$ cat src/rtl/mmss_stopwatch.sv
// mmss_stopwatch: minutes:seconds stopwatch (00:00 .. 59:59) with BCD digit
// outputs, start/stop/clear control FSM and a tick prescaler.
// Optional lap-hold display freeze is compiled in with LAP_HOLD_EN.
module mmss_stopwatch #(
  parameter int TICKS_PER_SEC = 10,
  parameter int PRE_W         = 8
) (
  input  logic       clk,
  input  logic       rst,
  input  logic       tick,
  input  logic       start,
  input  logic       stop,
  input  logic       clear,
  input  logic       lap,
  output logic [3:0] sec_u,
  output logic [2:0] sec_t,
  output logic [3:0] min_u,
  output logic [2:0] min_t,
  output logic       running,
  output logic       overflow
);

  typedef enum logic [1:0] {
    IDLE  = 2'd0,
    RUN   = 2'd1,
    PAUSE = 2'd2
  } state_t;

  localparam logic [PRE_W-1:0] PRE_LAST = PRE_W'(TICKS_PER_SEC - 1);

  state_t           state_reg, state_next;
  logic [PRE_W-1:0] pre_reg, pre_next;
  logic [3:0]       sec_u_reg, sec_u_next;
  logic [2:0]       sec_t_reg, sec_t_next;
  logic [3:0]       min_u_reg, min_u_next;
  logic [2:0]       min_t_reg, min_t_next;
  logic             overflow_reg, overflow_next;
  logic             count_tick;

  // Control FSM next state; clear beats stop, stop beats start.
  always_comb begin
    state_next = state_reg;
    case (state_reg)
      IDLE: begin
        if (!clear && !stop && start) state_next = RUN;
      end
      RUN: begin
        if (clear)     state_next = IDLE;
        else if (stop) state_next = PAUSE;
      end
      PAUSE: begin
        if (clear)               state_next = IDLE;
        else if (!stop && start) state_next = RUN;
      end
      default: state_next = IDLE;
    endcase
  end

  // A tick only counts in RUN when no state change is requested this cycle.
  assign count_tick = (state_reg == RUN) && tick && !clear && !stop;

  // Prescaler and cascaded digit counters; leaving for IDLE zeroes everything.
  always_comb begin
    pre_next      = pre_reg;
    sec_u_next    = sec_u_reg;
    sec_t_next    = sec_t_reg;
    min_u_next    = min_u_reg;
    min_t_next    = min_t_reg;
    overflow_next = 1'b0;
    if (state_next == IDLE) begin
      pre_next   = '0;
      sec_u_next = 4'd0;
      sec_t_next = 3'd0;
      min_u_next = 4'd0;
      min_t_next = 3'd0;
    end else if (count_tick) begin
      if (pre_reg >= PRE_LAST) begin
        pre_next = '0;
        if (sec_u_reg >= 4'd9) begin
          sec_u_next = 4'd0;
          if (sec_t_reg >= 3'd5) begin
            sec_t_next = 3'd0;
            if (min_u_reg >= 4'd9) begin
              min_u_next = 4'd0;
              if (min_t_reg >= 3'd5) begin
                min_t_next    = 3'd0;
                overflow_next = 1'b1;
              end else begin
                min_t_next = min_t_reg + 3'd1;
              end
            end else begin
              min_u_next = min_u_reg + 4'd1;
            end
          end else begin
            sec_t_next = sec_t_reg + 3'd1;
          end
        end else begin
          sec_u_next = sec_u_reg + 4'd1;
        end
      end else begin
        pre_next = pre_reg + 1'b1;
      end
    end
  end

  // State, prescaler, digit and overflow registers.
  always_ff @(posedge clk or posedge rst) begin
    if (rst) begin
      state_reg    <= IDLE;
      pre_reg      <= '0;
      sec_u_reg    <= 4'd0;
      sec_t_reg    <= 3'd0;
      min_u_reg    <= 4'd0;
      min_t_reg    <= 3'd0;
      overflow_reg <= 1'b0;
    end else begin
      state_reg    <= state_next;
      pre_reg      <= pre_next;
      sec_u_reg    <= sec_u_next;
      sec_t_reg    <= sec_t_next;
      min_u_reg    <= min_u_next;
      min_t_reg    <= min_t_next;
      overflow_reg <= overflow_next;
    end
  end

  assign running  = (state_reg == RUN);
  assign overflow = overflow_reg;

`ifdef LAP_HOLD_EN
  logic       hold_reg, hold_next;
  logic [3:0] hold_sec_u_reg, hold_min_u_reg;
  logic [2:0] hold_sec_t_reg, hold_min_t_reg;
  logic       lap_take;

  // A lap pulse in RUN toggles the hold; clear always releases it.
  assign lap_take = (state_reg == RUN) && lap && !clear;

  always_comb begin
    hold_next = hold_reg;
    if (clear)         hold_next = 1'b0;
    else if (lap_take) hold_next = !hold_reg;
  end

  // Hold flag and snapshot of the live digits taken when the hold engages.
  always_ff @(posedge clk or posedge rst) begin
    if (rst) begin
      hold_reg       <= 1'b0;
      hold_sec_u_reg <= 4'd0;
      hold_sec_t_reg <= 3'd0;
      hold_min_u_reg <= 4'd0;
      hold_min_t_reg <= 3'd0;
    end else begin
      hold_reg <= hold_next;
      if (lap_take && !hold_reg) begin
        hold_sec_u_reg <= sec_u_reg;
        hold_sec_t_reg <= sec_t_reg;
        hold_min_u_reg <= min_u_reg;
        hold_min_t_reg <= min_t_reg;
      end
    end
  end

  assign sec_u = hold_reg ? hold_sec_u_reg : sec_u_reg;
  assign sec_t = hold_reg ? hold_sec_t_reg : sec_t_reg;
  assign min_u = hold_reg ? hold_min_u_reg : min_u_reg;
  assign min_t = hold_reg ? hold_min_t_reg : min_t_reg;
`else
  logic unused_lap;
  assign unused_lap = lap;

  assign sec_u = sec_u_reg;
  assign sec_t = sec_t_reg;
  assign min_u = min_u_reg;
  assign min_t = min_t_reg;
`endif

endmodule

$ cat config.mk
export PLATFORM = sky130hd
export DESIGN_NAME = mmss_stopwatch
export DESIGN_NICKNAME = d
export VERILOG_FILES = /design/src/rtl/mmss_stopwatch.sv
export SDC_FILE = /design/constraint.sdc
export NUM_CORES = 1
export LEC_CHECK = 0
export BUFFER_PORTS_ARGS = -buffer_cell sky130_fd_sc_hd__buf_4
export CAP_MARGIN = 10
export CORE_ASPECT_RATIO = 0.8
export CORE_MARGIN = 2
export CORE_UTILIZATION = 46
export CTS_CLUSTER_SIZE = 8
export DETAILED_ROUTE_END_ITERATION = 7
export PLACE_DENSITY_LB_ADDON = 0.05
export SLEW_MARGIN = 10
export SYNTH_ARGS = -nofsm -noshare
export SYNTH_HDL_FRONTEND = slang
export SYNTH_SLANG_ARGS = --single-unit
$ cat constraint.sdc
create_clock -name clk -period 1.7 [get_ports clk]
set_clock_uncertainty 0.1 [all_clocks]
set_input_delay 0.34 -clock clk [delete_from_list [all_inputs] [get_ports clk]]
set_output_delay 0.34 -clock clk [all_outputs]
set_load 0.05 [all_outputs]
## Word-level counts from Yosys, hierarchy flattened

Cells that the tools add are included.

- Word-level logic and storage cells: 76
- Flip-flop bits (word level): 25
- Input port bits: 7
- Output and inout port bits: 16

- Add/subtract/negate cells: 5
- Mux-type cells: 38
- Magnitude comparators: 5
- Equal/unequal tests: 2
- Reduce and logical (&&, ||, !) cells: 19

Operators by type and width:

| cell | count |
|---|---|
| $mux 4 | 10 |
| $mux 3 | 12 |
| $mux 8 | 3 |
| $mux 2 | 5 |
| $reduce_bool 2->1 | 5 |
| $add 4x1->4 const B | 2 |
| $add 8x1->8 const B | 1 |
| $ge 4x4->1 const B | 2 |
| $ge 8x4->1 const B | 1 |
| $mux 1 | 7 |
| $add 3x1->3 const B | 2 |
| $ge 3x3->1 const B | 2 |
| $logic_and 1x1->1 | 6 |
| $pmux 2 s3 | 1 |
| $reduce_and 5->1 | 1 |
| $logic_not 2->1 | 2 |
| $reduce_and 4->1 | 1 |
| $reduce_and 3->1 | 1 |
| $eq 2x1->1 const B | 1 |
| $eq 2x2->1 const B | 1 |
| $logic_not 1->1 | 2 |
| $reduce_and 2->1 | 1 |

## Logic depth before layout (Yosys ltp)

- Depth after elaboration: 8
- Mapped depth: 7
- Depth with buffers taken out: 7

## Least setup slack after synthesis

OpenSTA, ideal clock, no wires.

- Path type: register to register
- From: register sec_u_reg[0], in the netlist sec_u[0]
- To: register min_u_reg[2], in the netlist min_u[2]
- Setup time: 118 ps
- Cell stages (with the launch flop): 8
- Clock period less this slack: 2213 ps
- Arrival: 1995 ps
- Slack: -513 ps
- Data required time: 1482 ps
- Buffers on the path: 0
- Cell sequence: dfrtp_1 inv_1 ha_1 or3b_2 nand3_1 o31ai_2 o21ai_0 a21o_1

- Word-level cells in the longest chain between the ends: 3

Ends and longest elaborated chain:

| what | line | RTL |
|---|---|---|
| from (decl) | 33 | `logic [3:0] sec_u_reg, sec_u_next;` |
| from (signal assigned) | 119 | `sec_u_reg <= sec_u_next;` |
| $ge 4x4->1 | 79 | `if (sec_u_reg >= 4'd9) begin` |
| $reduce_bool 2->1 (no line) | - |  |
| $reduce_and 4->1 (no line) | - |  |
| to (signal assigned) | 121 | `min_u_reg <= min_u_next;` |
| to (decl) | 35 | `logic [3:0] min_u_reg, min_u_next;` |

No other way between the ends.
A chain may end at the register's enable or synchronous reset.

## Worst setup path in the final report

- From: register pre_reg[0]
- To: register min_u_reg[2], in the netlist min_u[2]

- Word-level cells in the longest chain between the ends: 3

Ends and longest elaborated chain:

| what | line | RTL |
|---|---|---|
| from (decl) | 32 | `logic [PRE_W-1:0] pre_reg, pre_next;` |
| from (signal assigned) | 118 | `pre_reg <= pre_next;` |
| $ge 8x4->1 | 77 | `if (pre_reg >= PRE_LAST) begin` |
| $reduce_bool 2->1 (no line) | - |  |
| $reduce_and 4->1 (no line) | - |  |

No other way between the ends.

==> key figures <==
Outcome
  – Run status: complete, but fails checks
  – Violations in the final reports: negative setup slack

Critical path
  – Family with the most delay on the worst path: simple AND/OR/NAND/NOR gates
  – CP startpoint kind: register
  – Number of cells on the critical path: 8
  – Data arrival, critical path: between 1.5 and 2 ns
  – Class of the most critical setup path: register to register
  – Required time at the endpoint of the critical path: ~1.8 ns
  – CP max FO: 4
  – Slowest stage cell, crit path: sky130_fd_sc_hd__dfrtp_1
  – Cells traversed along the worst timing path: inv_2 -> ha_4 -> or3b_4 -> a21oi_4 -> buf_6 -> nor3_4 -> and4b_1 -> a21o_1
  – Endpoint class of the critical path: register
  – Critical path buffer and inverter count: 2
  – Worst Reg2Reg Path Length in Cells: 8
  – Critical Path Max Stage Delay: approximately 0.43 ns

GRT
  – Global-route wire length before repair: 5361 um
  – Most congested layer reported by global routing: met2
  – Total gr overflow: 0
  – Number of antenna violations at the first check in global routing: 0
  – Global-route track usage on met1: 0.2949
  – Global-route track usage on met3: 0.05021
  – Met2 Usage GRT: 0.3117
  – Overall track demand over capacity in global routing: 0.2010
  – Vias in the first global route: approximately 1200
  – Pin count of the biggest net entering global routing: 26

STA
  – Worst slack on hold paths: 0.004149 ns
  – Achievable clock frequency: between 500 and 600 MHz
  – Tmin final: approximately 1.9 ns
  – Final Hold Vio Count: 0
  – Measured slew at the worst slew-check pin: roughly 0.4 ns
  – Setup violations, final: 22
  – Worst relative slew slack: 0.7364
  – Final WS setup: -0.2158 ns
  – Unrepaired setup endpoints after global routing: true
  – Period utilization: 1.127
  – Final slew viol count: 0

Die
  – Die Width: 66.72 um
  – Die footprint: ~3600 um^2
  – Number of placed I/O pins: 23
  – Std-Cell Rows: 18
  – Area of the core region: approximately 3000 um^2
  – DIE HEIGHT: 54.18 um
  – Initial standard-cell utilization of the core: 0.4761

Clocking
  – Hold buffer count at CTS: 0
  – CTS sink count: 25
  – Clock-pin slew on the worst setup and hold paths: 0.10 ns
  – Number of levels in the clock H-tree: 1
  – Clock network latency to the later pin of the worst-skew pair: ~0.27 ns
  – Maximum clock insertion buffer count: 2
  – Clock tree from TritonCTS: done
  – Number of buffers created by CTS: 3
  – Root buffer cell: sky130_fd_sc_hd__clkbuf_8

Power
  – Total power consumption of the routed design: around 1.1 mW
  – Power density relative to cell area: 519.7 nW/um^2
  – IR Drop Worst-Case VDD: a little under 500 uV
  – Leakage power figure: 0.9743 nW

Finish
  – Relative area change from synthesis to final layout: 45.81%
  – Flip-flop count of the largest register after layout: 8
  – Fraction of layout instances using a drive strength above 1: 0.4752
  – Layout fillers: 254
  – Number of nets in the layout: around 220
  – Layout Cells excl Fill: roughly 240
  – Number of antenna diodes: 0
  – Share of the core filled with cells in the final layout: 0.6942

Routing
  – Detail Route Antenna Nets: 0
  – Routed vias: around 1300
  – Post-detailed-route wirelength per cell: 14.13 um
  – Initial drt markers: a little over 40
  – Post-detailed-route DRC marker count: 0
  – DR pass1 iterations: 4
  – Total wire length after detailed routing: 3420 um
  – Vias per inst: ~5.3

Synth
  – Post-Synthesis Mean Instance Area: approximately 9.7 um^2
  – Cell accounting for the most synthesized area: sky130_fd_sc_hd__dfrtp_1
  – FFs w/ async S/R, synth: 1.000
  – Commonest cells in the netlist: sky130_fd_sc_hd__dfrtp_1, sky130_fd_sc_hd__nor2_1, sky130_fd_sc_hd__ha_1, sky130_fd_sc_hd__nand2_1, sky130_fd_sc_hd__inv_1
  – YS warnings: 0
  – Number of register bits inferred by synthesis: 25
  – Portion of the post-synthesis area used by sequential elements: 0.4322
  – Top cell type's share of synthesized area: 0.4322
  – Most used DFF post-synth: sky130_fd_sc_hd__dfrtp_1
  – Largest cells by area after synthesis: sky130_fd_sc_hd__dfrtp_1, sky130_fd_sc_hd__ha_1, sky130_fd_sc_hd__nor2_1
  – Number of distinct standard cells referenced by the synthesized netlist: 39
  – Cell with the most instances after synthesis: sky130_fd_sc_hd__dfrtp_1
  – Netlist Area Pre-Place: 1448 um^2
  – Gate count after technology mapping: 150
  – Net count after synthesis: 170
  – Count of flip-flops with a built-in enable after synthesis: 0

Placed design
  – Count of buffers from port buffering: 21
  – Half-perimeter wire length after placement: 2479 um
  – Pre-CTS worst setup slack: -0.2551 ns
  – Gp weighted congestion: around 0.76
  – Placed Cells: 233

Flow run
  – Number of max-cap violations: 0

Min path
  – Worst min path class: primary input to async pin
==> where the power goes <==
part           total (mW)  switching (mW)  internal, mW
clock network       0.352           0.188         0.164
logic               0.137          0.0855        0.0519
registers           0.608         0.00770         0.600
total                1.10           0.281         0.816
==> worst min-delay path: cells and delay by family <==
kind / cells / cell delay [ns]
buf+inv: 3 / 0.44
==> what timing repair did <==
action	in CTS	in global routing
endpoints found under the setup margin	22	23
setup buffers	5	1
resized for setup	9	23
pin swaps	7	10
==> cells by family after synthesis <==
logic type                 share of synthesized area
muxes                                        0.03457
buffers and inverters                        0.03370
and+or+nand+nor                               0.2178
adders and majority gates                     0.1124
DFF                                           0.4322
AOI/OAI and AO/OA                             0.1694
==> cells in the final DEF (no fill, tap or decap), types with 2 or more instances in the layout <==
cell and n:
sky130_fd_sc_hd__nand2_1 11, sky130_fd_sc_hd__nor3_1 4, sky130_fd_sc_hd__ha_1 10, sky130_fd_sc_hd__dfrtp_1 17, sky130_fd_sc_hd__dfrtp_2 8, sky130_fd_sc_hd__o21ai_1 5
sky130_fd_sc_hd__a21oi_1 7, sky130_fd_sc_hd__or3_1 3, sky130_fd_sc_hd__a21o_1 2, sky130_fd_sc_hd__or3b_4 2, sky130_fd_sc_hd__mux2i_1 5, sky130_fd_sc_hd__nor2_4 4
sky130_fd_sc_hd__clkbuf_8 3, sky130_fd_sc_hd__nand3_4 2, sky130_fd_sc_hd__inv_2 4, sky130_fd_sc_hd__buf_4 44, sky130_fd_sc_hd__o31a_1 2, sky130_fd_sc_hd__ha_4 2
sky130_fd_sc_hd__nor3_4 2, sky130_fd_sc_hd__o21ai_2 2, sky130_fd_sc_hd__nor2_1 9, sky130_fd_sc_hd__nand3_2 2, sky130_fd_sc_hd__a41oi_2 2, sky130_fd_sc_hd__o21a_1 2
sky130_fd_sc_hd__inv_1 8, sky130_fd_sc_hd__and3_1 2, sky130_fd_sc_hd__buf_6 5, sky130_fd_sc_hd__o21ai_0 3, sky130_fd_sc_hd__a41oi_1 2, sky130_fd_sc_hd__nand2b_1 2
sky130_fd_sc_hd__nand3_1 3, sky130_fd_sc_hd__nand2_2 2
==> metal layers <==
layer / share of wire / wire length, um / vias to the layer above
met5: 0 / 0 / -
met4: 0.0047 / 16 / 0
met3: 0.043 / 147 / 2
met2: 0.46 / 1559 / 27
met1: 0.50 / 1696 / 610
li1: - / - / 637
==> cell type report <==
type | count | area, um^2 | share of cell area
inverters | 12 | 45.04 | 0.02134
clock buffers | 3 | 41.29 | 0.01956
well taps | 40 | 50.05 | 0.02371
multi-input cells | 112 | 947.2 | 0.4487
repair buffers | 49 | 386.6 | 0.1832
clock inverters | 1 | 5.005 | 0.002371
flip-flops and latches | 25 | 635.6 | 0.3011
==> metrics by stage <==
step                area (um^2)  setup TNS (ns)
global route               2111          -4.537
global placement           1893          -2.243
detailed placement         1893          -3.264
finish                     2111          -2.959
CTS                        2016          -3.306
floorplan                  1516          -2.116
==> path summary, 6_finish.rpt <==
check / startpoint / to / slack [ns]
worst max-delay path: pre_reg[0] / min_u[2] / -0.22
worst min-delay path: rst / min_u[0] / 0.004
max in group asynchronous: rst / min_t[0] / 1.21
min in group clk: stop / state_reg[0] / 0.17
worst max register to register: pre_reg[0] / min_u[2] / -0.22
worst min register to register: pre_reg[7] / pre_reg[7] / 0.39
No activity file was read; power rests on OpenSTA's default activity.
